[src/rtl/countdown_timer_ctrl_if.sv]
// rtl/countdown_timer_ctrl_if.sv - command/status bundle for the round countdown timer
// Optional BCD digit outputs exist only when TIMER_BCD_EN is defined.
interface countdown_timer_ctrl_if #(
    parameter int TIMER_BITS = 6
);
    logic                  start;
    logic                  pause;
    logic                  clear;
    logic                  load;
    logic [TIMER_BITS-1:0] load_value;
    logic [TIMER_BITS-1:0] current_time;
    logic                  running;
    logic                  paused;
    logic                  timer_done;
    logic                  done_pulse;
    logic                  warning;
`ifdef TIMER_BCD_EN
    logic [3:0]            time_tens;
    logic [3:0]            time_ones;
`endif

    modport master (
        output start, pause, clear, load, load_value,
        input  current_time, running, paused, timer_done, done_pulse, warning
`ifdef TIMER_BCD_EN
        , input time_tens, time_ones
`endif
    );

    modport slave (
        input  start, pause, clear, load, load_value,
        output current_time, running, paused, timer_done, done_pulse, warning
`ifdef TIMER_BCD_EN
        , output time_tens, time_ones
`endif
    );
endinterface

[src/rtl/countdown_timer_ctrl.sv]
// rtl/countdown_timer_ctrl.sv - prescaled countdown timer with pause/resume, load and done/warning flags
// Define TIMER_BCD_EN to add registered BCD tens/ones digits of the remaining time.
module countdown_timer_ctrl #(
    parameter int TIMER_BITS = 6,
    parameter int MAX_TIME   = 30,
    parameter int TICK_DIV   = 100000000,
    parameter int WARN_TIME  = 5
) (
    input  logic                      clk,
    input  logic                      reset,
    countdown_timer_ctrl_if.slave     bus
);
    localparam int PW = (TICK_DIV > 2) ? $clog2(TICK_DIV) : 1;
    localparam logic [PW-1:0]         PS_LAST = PW'(TICK_DIV - 1);
    localparam logic [TIMER_BITS-1:0] MAX_T   = TIMER_BITS'(MAX_TIME);

    typedef enum logic [1:0] {S_IDLE, S_RUN, S_PAUSE, S_DONE} state_t;

    state_t                r_state;
    logic [TIMER_BITS-1:0] r_time;
    logic [PW-1:0]         r_presc;
    logic                  r_running;
    logic                  r_paused;
    logic                  r_done;
    logic                  r_done_pulse;
    logic                  r_warning;

    state_t                w_nxt_state;
    logic [TIMER_BITS-1:0] w_nxt_time;
    logic [PW-1:0]         w_nxt_presc;
    logic                  w_nxt_warn;

    // Command priority: clear > load > pause > start.
    always_comb begin
        w_nxt_state = r_state;
        w_nxt_time  = r_time;
        w_nxt_presc = r_presc;
        if (bus.clear) begin
            w_nxt_state = S_IDLE;
            w_nxt_time  = MAX_T;
            w_nxt_presc = '0;
        end else if (bus.load && (r_state == S_IDLE || r_state == S_DONE)) begin
            w_nxt_state = S_IDLE;
            w_nxt_time  = bus.load_value;
            w_nxt_presc = '0;
        end else begin
            case (r_state)
                S_IDLE: begin
                    if (bus.start) begin
                        w_nxt_presc = '0;
                        w_nxt_state = (r_time != '0) ? S_RUN : S_DONE;
                    end
                end
                S_RUN: begin
                    if (bus.pause) begin
                        w_nxt_state = S_PAUSE;
                    end else if (r_presc == PS_LAST) begin
                        w_nxt_presc = '0;
                        if (r_time > TIMER_BITS'(1)) begin
                            w_nxt_time = r_time - TIMER_BITS'(1);
                        end else begin
                            w_nxt_time  = '0;
                            w_nxt_state = S_DONE;
                        end
                    end else begin
                        w_nxt_presc = r_presc + PW'(1);
                    end
                end
                S_PAUSE: begin
                    if (!bus.pause && bus.start) begin
                        w_nxt_state = S_RUN;
                    end
                end
                default: begin
                    w_nxt_state = S_DONE;
                end
            endcase
        end
        w_nxt_warn = (w_nxt_state == S_RUN || w_nxt_state == S_PAUSE) &&
                     (w_nxt_time != '0) && (int'(w_nxt_time) <= WARN_TIME);
    end

    always_ff @(posedge clk or negedge reset) begin
        if (!reset) begin
            r_state      <= S_IDLE;
            r_time       <= MAX_T;
            r_presc      <= '0;
            r_running    <= 1'b0;
            r_paused     <= 1'b0;
            r_done       <= 1'b0;
            r_done_pulse <= 1'b0;
            r_warning    <= 1'b0;
        end else begin
            r_state      <= w_nxt_state;
            r_time       <= w_nxt_time;
            r_presc      <= w_nxt_presc;
            r_running    <= (w_nxt_state == S_RUN);
            r_paused     <= (w_nxt_state == S_PAUSE);
            r_done       <= (w_nxt_state == S_DONE);
            r_done_pulse <= (w_nxt_state == S_DONE) && (r_state != S_DONE);
            r_warning    <= w_nxt_warn;
        end
    end

    assign bus.current_time = r_time;
    assign bus.running      = r_running;
    assign bus.paused       = r_paused;
    assign bus.timer_done   = r_done;
    assign bus.done_pulse   = r_done_pulse;
    assign bus.warning      = r_warning;

`ifdef TIMER_BCD_EN
    localparam logic [7:0] BCD_MAX = (MAX_TIME > 99) ? 8'h99 :
                                     {4'(MAX_TIME / 10), 4'(MAX_TIME % 10)};

    function automatic logic [7:0] to_bcd(input logic [TIMER_BITS-1:0] v);
        int unsigned n;
        n = 32'(v);
        if (n > 99) return 8'h99;
        return {4'(n / 10), 4'(n % 10)};
    endfunction

    logic [7:0] r_bcd;

    // Built from the next time value so the digits change on the same edge.
    always_ff @(posedge clk or negedge reset) begin
        if (!reset) begin
            r_bcd <= BCD_MAX;
        end else begin
            r_bcd <= to_bcd(w_nxt_time);
        end
    end

    assign bus.time_tens = r_bcd[7:4];
    assign bus.time_ones = r_bcd[3:0];
`endif
endmodule

[src/flat_wrapper.sv]
// flat-port wrapper written by rule: the top's interface ports become plain ports
module countdown_timer_ctrl_flat 
#(
    parameter int TIMER_BITS = 6,
    parameter int MAX_TIME   = 30,
    parameter int TICK_DIV   = 100000000,
    parameter int WARN_TIME  = 5
)
  (clk, reset, bus_start, bus_pause, bus_clear, bus_load, bus_load_value, bus_current_time, bus_running, bus_paused, bus_timer_done, bus_done_pulse, bus_warning);
  countdown_timer_ctrl_if #(.TIMER_BITS(TIMER_BITS)) bus_i ();
  input  logic clk;
  input  logic reset;
  input wire logic [$bits(bus_i.start)-1:0] bus_start;
  input wire logic [$bits(bus_i.pause)-1:0] bus_pause;
  input wire logic [$bits(bus_i.clear)-1:0] bus_clear;
  input wire logic [$bits(bus_i.load)-1:0] bus_load;
  input wire logic [$bits(bus_i.load_value)-1:0] bus_load_value;
  output wire logic [$bits(bus_i.current_time)-1:0] bus_current_time;
  output wire logic [$bits(bus_i.running)-1:0] bus_running;
  output wire logic [$bits(bus_i.paused)-1:0] bus_paused;
  output wire logic [$bits(bus_i.timer_done)-1:0] bus_timer_done;
  output wire logic [$bits(bus_i.done_pulse)-1:0] bus_done_pulse;
  output wire logic [$bits(bus_i.warning)-1:0] bus_warning;
  assign bus_i.start = bus_start;
  assign bus_i.pause = bus_pause;
  assign bus_i.clear = bus_clear;
  assign bus_i.load = bus_load;
  assign bus_i.load_value = bus_load_value;
  assign bus_current_time = bus_i.current_time;
  assign bus_running = bus_i.running;
  assign bus_paused = bus_i.paused;
  assign bus_timer_done = bus_i.timer_done;
  assign bus_done_pulse = bus_i.done_pulse;
  assign bus_warning = bus_i.warning;
  countdown_timer_ctrl #(.TIMER_BITS(TIMER_BITS), .MAX_TIME(MAX_TIME), .TICK_DIV(TICK_DIV), .WARN_TIME(WARN_TIME)) u_core (.clk(clk), .reset(reset), .bus(bus_i));
endmodule
[config.mk]
export PLATFORM = sky130hd
export DESIGN_NAME = countdown_timer_ctrl_flat
export DESIGN_NICKNAME = d
export VERILOG_FILES = /design/src/rtl/countdown_timer_ctrl_if.sv /design/src/rtl/countdown_timer_ctrl.sv /design/src/flat_wrapper.sv
export SDC_FILE = /design/constraint.sdc
export NUM_CORES = 1
export LEC_CHECK = 0
export BUFFER_PORTS_ARGS = -buffer_cell sky130_fd_sc_hd__buf_2
export CORE_ASPECT_RATIO = 1.25
export CORE_MARGIN = 8
export CORE_UTILIZATION = 35
export CTS_CLUSTER_SIZE = 14
export DETAILED_ROUTE_END_ITERATION = 8
export SYNTH_ARGS = -nofsm -noshare
export SYNTH_HDL_FRONTEND = slang
export SYNTH_SLANG_ARGS = --single-unit
[constraint.sdc]
create_clock -name clk -period 2.6 [get_ports clk]
set_input_delay 0.13 -clock clk [delete_from_list [all_inputs] [get_ports clk]]
set_output_delay 0.13 -clock clk [all_outputs]
set_load 0.01 [all_outputs]
Yosys cells after proc, flatten, opt, wreduce, memory -nomap -nowiden
Index checks and enable logic that the tools add are counted.
Cells by class
  equality and inequality tests: 10
  magnitude comparators: 2
  reductions and logical operators: 13
  muxes and demuxes: 21
  add/subtract/negate cells: 2
Operators with widths (number)
  $mux 27: 5
  $pmux 27 s2: 1
  $mux 6: 6
  $add 27x1->27 const B: 1
  $eq 27x27->1 const B: 1
  $mux 2: 8
  $reduce_bool 6->1: 2
  $eq 2x2->1 const B: 4
  $gt 6x1->1 const B: 1
  $le 6x3->1 const B: 1
  $pmux 2 s3: 1
  $sub 6x1->6 const B: 1
  $logic_and 1x1->1: 5
  $eq 2x1->1 const B: 2
  $ne 4x3->1 const B: 1
  $ne 4x4->1 const B: 1
  $reduce_bool 4->1: 1
  $reduce_and 3->1: 1
  $logic_not 2->1: 1
  $logic_or 1x1->1: 2
  $ne 2x2->1 const B: 1
  $logic_not 1->1: 1
Storage, ports and cells
  output and inout port bits: 11
  bits of input ports: 12
  register bits: 40

Logic depth before layout (Yosys ltp)
Gate-level depths: netlist of the first run.
  depth in word-level cells: 11
  mapped depth: 12
  gate-level depth less buffers: 11

Worst setup path before layout of the first run
OpenSTA, ideal clock, no wires.
  path kind: register to register
  from: reg u_core.r_state[1]
  to: reg u_core.r_warning (netlist: u_core.bus.warning)
  library setup time: 0.101 ns
  arrival: 2.562 ns
  path buffers: 1
  clock period less this slack: 2.663 ns
  path slack: -0.063 ns
  data required time: 2.499 ns
  cell stages (with the launch flop): 13
  cell sequence: dfrtp_1 > inv_1 > ha_1 > nor3b_1 > and4_1 > buf_2 > nand2_1 > nor2_1 > o32ai_1 > a31o_2 > ha_1 > or3_1 > nor4_1
On the way
  longest elaborated chain between the ends: 10
Ends and longest elaborated chain
  start: declaration: RTL line countdown_timer_ctrl.sv:19  | state_t r_state;
  start signal: assignment: RTL line countdown_timer_ctrl.sv:94  | r_state <= w_nxt_state;
  $mux 2: RTL line countdown_timer_ctrl.sv:59  | if (r_time > TIMER_BITS'(1)) begin
  $mux 2: RTL line countdown_timer_ctrl.sv:57  | end else if (r_presc == PS_LAST) begin
  $mux 2: RTL line countdown_timer_ctrl.sv:55  | if (bus.pause) begin
  $pmux 2 s3: RTL line countdown_timer_ctrl.sv:47  | case (r_state)
  $mux 2: RTL line countdown_timer_ctrl.sv:42  | end else if (bus.load && (r_state == S_IDLE || r_state == S_DONE)) begin
  $mux 2: RTL line countdown_timer_ctrl.sv:38  | if (bus.clear) begin
  $eq 2x1->1 or $eq 2x2->1 (tied branches): RTL line countdown_timer_ctrl.sv:79  | w_nxt_warn = (w_nxt_state == S_RUN || w_nxt_state == S_PAUSE) &&
  $logic_or 1x1->1: RTL line countdown_timer_ctrl.sv:79
  $logic_and 1x1->1: RTL line countdown_timer_ctrl.sv:79
  $logic_and 1x1->1 *: RTL line countdown_timer_ctrl.sv:80  | (w_nxt_time != '0) && (int'(w_nxt_time) <= WARN_TIME);
  via u_core.w_nxt_warn: RTL line countdown_timer_ctrl.sv:31  | logic w_nxt_warn;
  end signal: assignment: RTL line countdown_timer_ctrl.sv:101  | r_warning <= w_nxt_warn;
  end: declaration: RTL line countdown_timer_ctrl.sv:26  | logic r_warning;
Mark *: on every way through the listed nets, which the timed path passes. The rest lies on a longest branch.
A chain may end at the register's enable or synchronous reset.

Final worst setup path of the first run
  from: reg u_core.r_time[1] (netlist: u_core.bus.current_time[1])
  to: reg u_core.r_warning (netlist: u_core.bus.warning)
On the way
  longest elaborated chain between the ends: 11
Ends and longest elaborated chain
  start: declaration: RTL line countdown_timer_ctrl.sv:20  | logic [TIMER_BITS-1:0] r_time;
  start signal: assignment: RTL line countdown_timer_ctrl.sv:95  | r_time <= w_nxt_time;
  $gt 6x1->1: RTL line countdown_timer_ctrl.sv:59
  $mux 2: RTL line countdown_timer_ctrl.sv:59
  $mux 2: RTL line countdown_timer_ctrl.sv:57
  $mux 2: RTL line countdown_timer_ctrl.sv:55
  $pmux 2 s3 *: RTL line countdown_timer_ctrl.sv:47
  $mux 2 *: RTL line countdown_timer_ctrl.sv:42
  $mux 2 *: RTL line countdown_timer_ctrl.sv:38
  via u_core.w_nxt_state[1]: RTL line countdown_timer_ctrl.sv:28  | state_t w_nxt_state;
  $eq 2x1->1 or $eq 2x2->1 (tied branches): RTL line countdown_timer_ctrl.sv:79
  $logic_or 1x1->1 *: RTL line countdown_timer_ctrl.sv:79
  $logic_and 1x1->1 *: RTL line countdown_timer_ctrl.sv:79
  $logic_and 1x1->1 *: RTL line countdown_timer_ctrl.sv:80
  via u_core.w_nxt_warn: RTL line countdown_timer_ctrl.sv:31
Marked as above.

==> results.yml, run 1 <==
die:
  start_util_pct: 35.9
  core_area_um2: 6930
  pin_count: 23
  dieArea_um2: 10100
  die_w_um: 91.5
  rows: 34
  die_h_um: 110
timing:
  holdWs_ns: -0.0254
  final.setup_skew_ns: 0.00757
  slew_violations: 0
  hold_viol: 36
  max_slew_margin_pct: 37.2
  fmax_mhz: 387
  setup_violations: 0
  worstMarginPinSlew_ns: 0.942
  finalCritPeriodShare_pct: 99.3
  rsz0062_at_grt: "true"
  period_minus_slack_ns: 2.58
critical_path:
  rr_worst_depth: 10
  cp-startpoint: "u_core.bus.current_time[1]"
  cp.arrival_ns: 2.79
  worstPathRequired_ns: 2.81
  critPathCaptureType: "register"
  critPathMaxFanout: 4
  rrSetupSlack_ns: 0.02
  startpoint_type: "register"
  crit_path_end: "u_core.bus.warning"
  crit_type: "register to register"
  r2r_end: "u_core.bus.warning"
  r2r-start: "u_core.bus.current_time[1]"
synthesis:
  synth_area_per_cell_um2: 8.81
  yosysWarnings: 0
  async_reset_ff_share_pct: 100
  synthesis.nets: 307
  synth_largest_area_cell: "dfrtp_1"
  synth-edff-count: 0
  ys_ff_latch: 40
  synth_top_area_share_pct: 36.1
  synth_cell_types: 48
  syn_area_um2: 2490
  synth_area_leaders: "dfrtp_1, ha_1, o21ai_0, nand2_1, dfstp_2"
  synth_cells: 283
  ys_seq_area_share_pct: 40.4
  ys.flop_type: "dfrtp_1"
detailed_routing:
  wl_um: 6790
  first_iter_violations: 106
  dr.pass1.iters: 4
  remaining_drc_errors: 0
  postRouteAntennaNets: 0
  drt-vias-per-instance: 5.49
  wire_per_inst_um: 16.0
  vias: 2333
status:
  outcome: "finished with violations"
  violations: "hold timing"
grt:
  antenna_found_initial: 0
  grt_first_pass_wirelength_um: 11000
  grt.overflow.total: 0
  grtUsageTotal_pct: 13.6
  first_global_vias: 2260
  grt_max_degree: 41
clock_network:
  cts_inserted_buffers: 5
  htreeDepth: 2
  cts_root_buffer: "clkbuf_8"
  cts_tree: "done"
  cts_buffer_depth: 2
  hold_buffers: 0
  clkTransAtPathRegs_ns: 0.07
  clkLatencyLatePin_ns: 0.30
  numClockSinks: 40
power:
  finalPower_mw: 1.26
  vdd_drop_max_v: 0.000286
  power_leakage_nw: 1.31
  p_per_area_nw_per_um2: 402
finish:
  mostFrequentLayoutCells: "dfrtp_1, buf_4, nand2_1, o21ai_0, buf_2"
  synthToLayoutAreaGrowth_pct: 26.1
  drive_above_1_share_pct: 28.4
  fillCellCount: 681
  stdcell_area_um2: 3140
  antenna_cells: 0
  nNetsFinal: 358
  final_common_cell: "dfrtp_1"
placed_design:
  portBuffers: 22
  place.gp.congestion: 0.910
  hpwl_um: 4920
  placed_area_um2: 2910
run:
  maxCapViolations: 0
worst_hold_path:
  min_path_type: "input port to async pin"
[metrics by stage]
stage	setup TNS [ns]	util [%]	worst slack (ns)	instances
global placement	0	42.0	0.0980	413
floorplan	0	-	0.0872	283
finish	0	45.3	0.0178	425
detailed placement	0	42.0	0.0646	413
CTS	0	43.3	0.0424	421
global route	-0.0780	45.3	-0.0655	425
[repair_timing]
action,in CTS,in global routing
setup endpoints to repair,0,1
setup buffers,0,4
resized for setup,0,20
[worst min-delay path by stage]
| stage | from | to | slack [ns] | cells after the start |
|---|---|---|---|---|
| CTS | reset | u_core.r_presc[22] | 0.006 | 1 |
| global placement | reset | u_core.bus.timer_done | 0.32 | 1 |
| finish | reset | u_core.bus.paused | -0.03 | 1 |
| detailed placement | reset | u_core.bus.timer_done | 0.33 | 1 |
| floorplan | reset | u_core.bus.current_time[0] | -0.17 | 0 |
| global route | reset | u_core.r_presc[22] | 0.06 | 1 |
[area by class of cell]
| class | instances | area, um2 | share of cell area (%) |
|---|---|---|---|
| sequential | 40 | 1010 | 32.0 |
| tap | 90 | 113 | 3.58 |
| inverter | 10 | 37.5 | 1.19 |
| timing repair buffer | 56 | 378 | 12.0 |
| clock buffer | 6 | 82.6 | 2.63 |
| clock inverter | 2 | 10.0 | 0.318 |
| multi-input combinational | 221 | 1520 | 48.2 |
[sequential cells by signal, indices dropped and copies added, names as in the netlist]
| signal | count |
|---|---|
| u_core.bus.current_time | 6 |
| u_core.bus.done_pulse | 1 |
| u_core.bus.paused | 1 |
| u_core.bus.running | 1 |
| u_core.bus.timer_done | 1 |
| u_core.bus.warning | 1 |
| u_core.r_presc | 27 |
| u_core.r_state | 2 |
[logic make-up (layout without fill, tap and decap cells)]
| family | Yosys count | in the layout | synth area share, % |
|---|---|---|---|
| AO/OA/AOI/OAI | 64 | 64 | 16.4 |
| multiplexers | 1 | 1 | 0.402 |
| buffers and inverters | 22 | 74 | 3.51 |
| adder cells (fa/ha/maj) | 12 | 12 | 6.02 |
| AND/OR/NAND/NOR | 135 | 135 | 30.2 |
| XOR/XNOR | 9 | 9 | 3.16 |
| flip-flops | 40 | 40 | 40.4 |
[power breakdown]
part | internal, mW | leakage [nW] | total [mW] | switching (mW)
combinational | 0.0718 | 0.713 | 0.177 | 0.105
clock | 0.212 | 0.0510 | 0.436 | 0.224
sequential | 0.636 | 0.542 | 0.652 | 0.0155
total | 0.920 | 1.31 | 1.26 | 0.344
[critical path, cell delays in order, from the launching register on]
cell,delay (ns)
dfstp_2,0.55
inv_2,0.05
ha_2,0.17
or2_4,0.26
nand2_4,0.09
nor3_1,0.06
o31ai_1,0.27
a31oi_2,0.17
ha_4,0.26
or3_4,0.37
nor4_4,0.24
[Yosys cell counts, drive strengths merged, types with 9 or more instances]
| cell type | n |
|---|---|
| nand2 | 30 |
| o31ai | 9 |
| nor2b | 10 |
| nand4 | 12 |
| nand3 | 12 |
| ha | 12 |
| nor2 | 21 |
| inv | 10 |
| clkbuf | 9 |
| dfrtp | 36 |
| o21ai | 29 |
[per-layer routing]
layer,up-vias,routed length [um],global-route usage (%)
met5,-,0,0
met4,0,107,4.69
met3,11,351,3.39
met2,51,3350,24.8
met1,1135,2980,15.0
li1,1136,-,-
Power figures use the tool's default switching activity.
==> run 2, diff against run 1 <==
- PLACE_DENSITY: unset -> 0.52
==> run 2 against run 1 <==
The run still ends with hold timing left. Die area unchanged. Clock power up 31%. Non-clock buffer count down 3. Routed wire length up 2.3%. Largest cell class unchanged. Hold slack worse by 0.011 ns.
==> results.yml, run 2 (same netlist as run 1, synthesis figures left out) <==
timing:
  fmax_mhz: 400
  worstMarginPinSlew_ns: 0.918
  holdWs_ns: -0.0361
  finalCritPeriodShare_pct: 96.3
  hold_viol: 36
  final.setup_skew_ns: 0.00952
  slew_violations: 0
  max_slew_margin_pct: 38.8
  setup_violations: 0
  rsz0062_at_grt: "true"
  period_minus_slack_ns: 2.50
critical_path:
  rr_worst_depth: 10
  critPathMaxFanout: 5
  rrSetupSlack_ns: 0.1
  worstPathRequired_ns: 2.81
  critPathCaptureType: "register"
  crit_type: "register to register"
  cp.arrival_ns: 2.71
  r2r-start: "u_core.r_presc[0]"
  startpoint_type: "register"
  cp-startpoint: "u_core.r_presc[0]"
finish:
  multi_input_area_um2: 1480
  nNetsFinal: 355
  drive_above_1_share_pct: 26.8
  area.sequential_um2: 1010
  utilization_pct: 44.8
  mostFrequentLayoutCells: "dfrtp_1, buf_4, nand2_1"
  largest-register: "u_core.r_presc"
  stdcell_area_um2: 3110
  synthToLayoutAreaGrowth_pct: 24.6
  antenna_cells: 0
  largest_reg_flops: 27
  final_common_cell: "dfrtp_1"
  fillCellCount: 694
clock_network:
  cts_buffer_depth: 2
  clkLatencyLatePin_ns: 0.30
  cts_root_buffer: "clkbuf_8"
  clkTransAtPathRegs_ns: 0.09
  hold_buffers: 0
  cts_inserted_buffers: 5
  htreeDepth: 2
  cts_tree: "done"
  numClockSinks: 40
worst_hold_path:
  min_path_type: "input port to async pin"
placed_design:
  place.gp.congestion: 0.856
  portBuffers: 22
  hpwl_um: 5160
  placed_area_um2: 2890
status:
  violations: "hold timing"
  outcome: "finished with violations"
detailed_routing:
  drt-vias-per-instance: 5.48
  wl_um: 6940
  postRouteAntennaNets: 0
  remaining_drc_errors: 0
  wire_per_inst_um: 16.4
  vias: 2311
  first_iter_violations: 102
  dr.pass1.iters: 5
power:
  combPwrFrac_pct: 12.0
  switchingPower_mw: 0.349
  p_clk_share_pct: 41.2
  p_per_area_nw_per_um2: 447
  vdd_drop_max_v: 0.000323
  intPower_mw: 1.04
  seqPwrFrac_pct: 46.9
  power_leakage_nw: 1.29
  p_sw_share_pct: 25.1
grt:
  grt_max_degree: 41
  grtUsageTotal_pct: 14.2
  grt_first_pass_wirelength_um: 11400
  grt.overflow.total: 0
  first_global_vias: 2301
  antenna_found_initial: 0
die:
  pin_count: 23
  start_util_pct: 35.9
  die_w_um: 91.5
  core_area_um2: 6930
  dieArea_um2: 10100
  die_h_um: 110
  rows: 34
run:
  maxCapViolations: 0
## run 2: worst max-delay path: stages (launching register included)
cell	delay, ns
dfrtp_1	0.41
ha_1	0.18
and3_2	0.23
and4_1	0.21
nand2_1	0.07
nor2_1	0.09
o32ai_1	0.10
a31o_2	0.24
ha_1	0.27
or3_4	0.36
nor4_2	0.24
## run 2: what timing repair did
action	4_1_cts	5_1_grt
buffers inserted	0	3
setup endpoints to repair	0	1
endpoints found under the hold margin	0	0
resized for setup	0	15
## run 2: power by group through the flow
stage	Clock [mW]	Combinational, mW	Sequential [mW]
CTS	0.583	0.158	0.647
global route	0.608	0.185	0.653
detailed placement	0	0.157	0.660
finish	0.572	0.166	0.651
floorplan	0	0.0790	0.662
global placement	0	0.158	0.660
## run 2: final timing paths
| kind | endpoint |
|---|---|
| min reg2reg | u_core.r_presc[10] |
| min | u_core.bus.timer_done |
| max | u_core.bus.warning |
| max in group asynchronous | u_core.r_presc[16] |
| min in group clk | u_core.bus.current_time[2] |
| max reg2reg | u_core.bus.warning |
## run 2: per-layer routing
| layer | track usage, % | routed length (um) | vias up | part of all wire [%] |
|---|---|---|---|---|
| met3 | 3.25 | 337 | 15 | 4.9 |
| met4 | 7.15 | 224 | 0 | 3.2 |
| met2 | 25.0 | 3410 | 59 | 49 |
| met1 | 15.8 | 2970 | 1111 | 43 |
| li1 | - | - | 1126 | - |
| met5 | 0 | 0 | - | 0 |
## run 2: layout make-up
cell class | count | area share, %
sequential | 40 | 32.4
inverter | 10 | 1.21
tap | 90 | 3.62
clock buffer | 7 | 3.10
clock inverter | 1 | 0.967
multi-input combinational | 221 | 47.7
timing repair buffer | 53 | 11.0
## run 2: stage by stage
step                      setup TNS [ns]  std cells  hold WS (ns)  setup slack [ns]  total power [mW]
after floorplan                        0        283        -0.166            0.0872             0.741
after global routing             -0.0431        422        0.0427           -0.0393              1.45
after CTS                              0        419       0.00117            0.0740              1.39
final                                  0        422       -0.0361            0.0970              1.39
after detailed placement               0        411         0.321            0.0907             0.817
after global placement                 0        411         0.321             0.136             0.818
==> run 3, diff against run 2 <==
- CORE_MARGIN: 8 -> 3
==> run 3 against run 2 <==
The run still ends with hold timing left. Worst setup slack lost 0.040 ns. Sequential power is essentially flat. Highest routed layer unchanged. Hold slack lost 0.0016 ns. Clock skew shrank 0.0044 ns. Utilization grew 3.4 points.
==> results.yml, run 3 (same netlist as run 1, synthesis figures left out) <==
status:
  outcome: "finished with violations"
  violations: "hold timing"
timing:
  period_minus_slack_ns: 2.54
  worstMarginPinSlew_ns: 0.917
  holdWs_ns: -0.0377
  hold_viol: 36
  slew_violations: 0
  max_slew_margin_pct: 38.9
  finalCritPeriodShare_pct: 97.8
  rsz0062_at_grt: "true"
  setup_violations: 0
  final.setup_skew_ns: 0.00514
  fmax_mhz: 393
  worst_slack_ns: 0.0569
critical_path:
  slowest_stage: "dfrtp_1"
  slowest_delay_ns: 0.40
  crit_buf_inv: 3
  cp_top_family: "simple AND/OR/NAND/NOR gates"
  crit_type: "register to register"
  worstPathRequired_ns: 2.80
  critPathMaxFanout: 8
  critPathCaptureType: "register"
  startpoint_type: "register"
  cp.arrival_ns: 2.75
  rr_worst_depth: 10
  path_cells: "buf_4 -> inv_1 -> ha_1 -> nand2b_1 -> buf_6 -> nand2_1 -> a31oi_2 -> ha_4 -> or3_4 -> nor4_4"
  cp.depth: 10
placed_design:
  hpwl_um: 5180
  dp_cells: 416
  portBuffers: 22
  place.gp.congestion: 0.872
  dp_slack_ns: 0.0587
  placed_area_um2: 2940
clock_network:
  clkTransAtPathRegs_ns: 0.08
  cts_tree: "done"
  clkLatencyLatePin_ns: 0.29
  numClockSinks: 40
  cts_inserted_buffers: 5
  htreeDepth: 2
  hold_buffers: 0
  cts_root_buffer: "clkbuf_8"
  cts_buffer_depth: 2
run:
  maxCapViolations: 0
finish:
  largest-register: "u_core.r_presc"
  stdcell_area_um2: 3240
  final_common_cell: "buf_4"
  largest_reg_flops: 27
  synthToLayoutAreaGrowth_pct: 30.1
  nNetsFinal: 366
  antenna_cells: 0
  drive_above_1_share_pct: 31.5
  mostFrequentLayoutCells: "buf_4, dfrtp_1, o21ai_0, nand2_1, buf_2"
  fillCellCount: 674
  stdcell_count: 430
grt:
  antenna_found_initial: 0
  grtUsageTotal_pct: 17.8
  grt.overflow.total: 0
  grt_first_pass_wirelength_um: 11300
  first_global_vias: 2341
  grt_max_degree: 41
die:
  pin_count: 23
  rows: 33
  dieArea_um2: 8180
  core_area_um2: 6730
  die_w_um: 81.5
  start_util_pct: 37.0
  die_h_um: 100
detailed_routing:
  drt-vias-per-instance: 5.44
  first_iter_violations: 89
  dr.pass1.iters: 4
  wl_um: 7120
  remaining_drc_errors: 0
  postRouteAntennaNets: 0
  wire_per_inst_um: 16.6
  vias: 2338
power:
  p_per_area_nw_per_um2: 413
  p_clk_share_pct: 37.8
  power_leakage_nw: 1.36
  p_sw_share_pct: 25.7
  combPwrFrac_pct: 13.7
  seqPwrFrac_pct: 48.5
  switchingPower_mw: 0.343
  intPower_mw: 0.994
  vdd_drop_max_v: 0.000227
worst_hold_path:
  min_path_type: "input port to async pin"
## run 3: changes by cell type in the layout (fill, tap and decap cells not counted), sizes merged
cell	before	now
buf	53	64
clkinv	0	1
clkbuf	7	6
## run 3: cell type report
class	instances	area, um2	share of cell area (%)
clock buffers	6	72.6	2.24
clock inverters	2	35.0	1.08
inverters	10	40.0	1.23
multi-input cells	221	1550	47.8
flip-flops and latches	40	1010	31.1
well taps	87	109	3.36
repair buffers	64	429	13.2
## run 3: per-stage QoR
stage | util [%] | power, mW | hold slack (ns) | setup TNS (ns)
after floorplan | - | 0.741 | -0.166 | 0
after global placement | 43.7 | 0.826 | 0.309 | 0
after detailed placement | 43.7 | 0.825 | 0.314 | 0
after CTS | 45.3 | 1.34 | 0.00380 | 0
after global routing | 48.2 | 1.40 | 0.0371 | -0.0950
final | 48.2 | 1.34 | -0.0377 | 0
## run 3: path summary, 6_finish.rpt
| path | from | to | slack, ns |
|---|---|---|---|
| worst min-delay path | reset | u_core.r_presc[23] | -0.04 |
| worst max-delay path | u_core.r_state[0] | u_core.bus.warning | 0.06 |
| worst max register to register | u_core.r_state[0] | u_core.bus.warning | 0.06 |
| min in group clk | bus_clear | u_core.bus.current_time[2] | 0.10 |
| max in group asynchronous | reset | u_core.bus.current_time[0] | 1.99 |
| worst min register to register | u_core.r_presc[25] | u_core.r_presc[25] | 0.55 |
## run 3: worst reg2reg max path, delay by kind of cell (launching register included)
kind	cells	cell delay (ns)
flops	1	0.40
simple gates	4	0.87
compound gates	1	0.28
fa+ha+maj	2	0.56
buf+inv	3	0.35
## run 3: what timing repair did
item,CTS,global route
setup buffers,0,6
gates resized for setup,0,30
endpoints found under the setup margin,0,1
## run 3: power by group through the flow
stage / sequential (mW) / combinational (mW) / clock [mW]
2_1_floorplan: 0.662 / 0.0790 / 0
3_3_place_gp: 0.658 / 0.168 / 0
3_5_place_dp: 0.658 / 0.167 / 0
4_1_cts: 0.646 / 0.168 / 0.524
5_1_grt: 0.650 / 0.204 / 0.547
6_report: 0.648 / 0.183 / 0.506
## run 3: routing by layer
metal | global-route usage (%) | part of all wire (%) | up-vias
met2 | 32.6 | 54 | 52
met1 | 20.9 | 42 | 1126
met4 | 5.07 | 0.86 | 0
li1 | - | - | 1152
met3 | 2.96 | 3.1 | 8
met5 | 0 | 0 | -
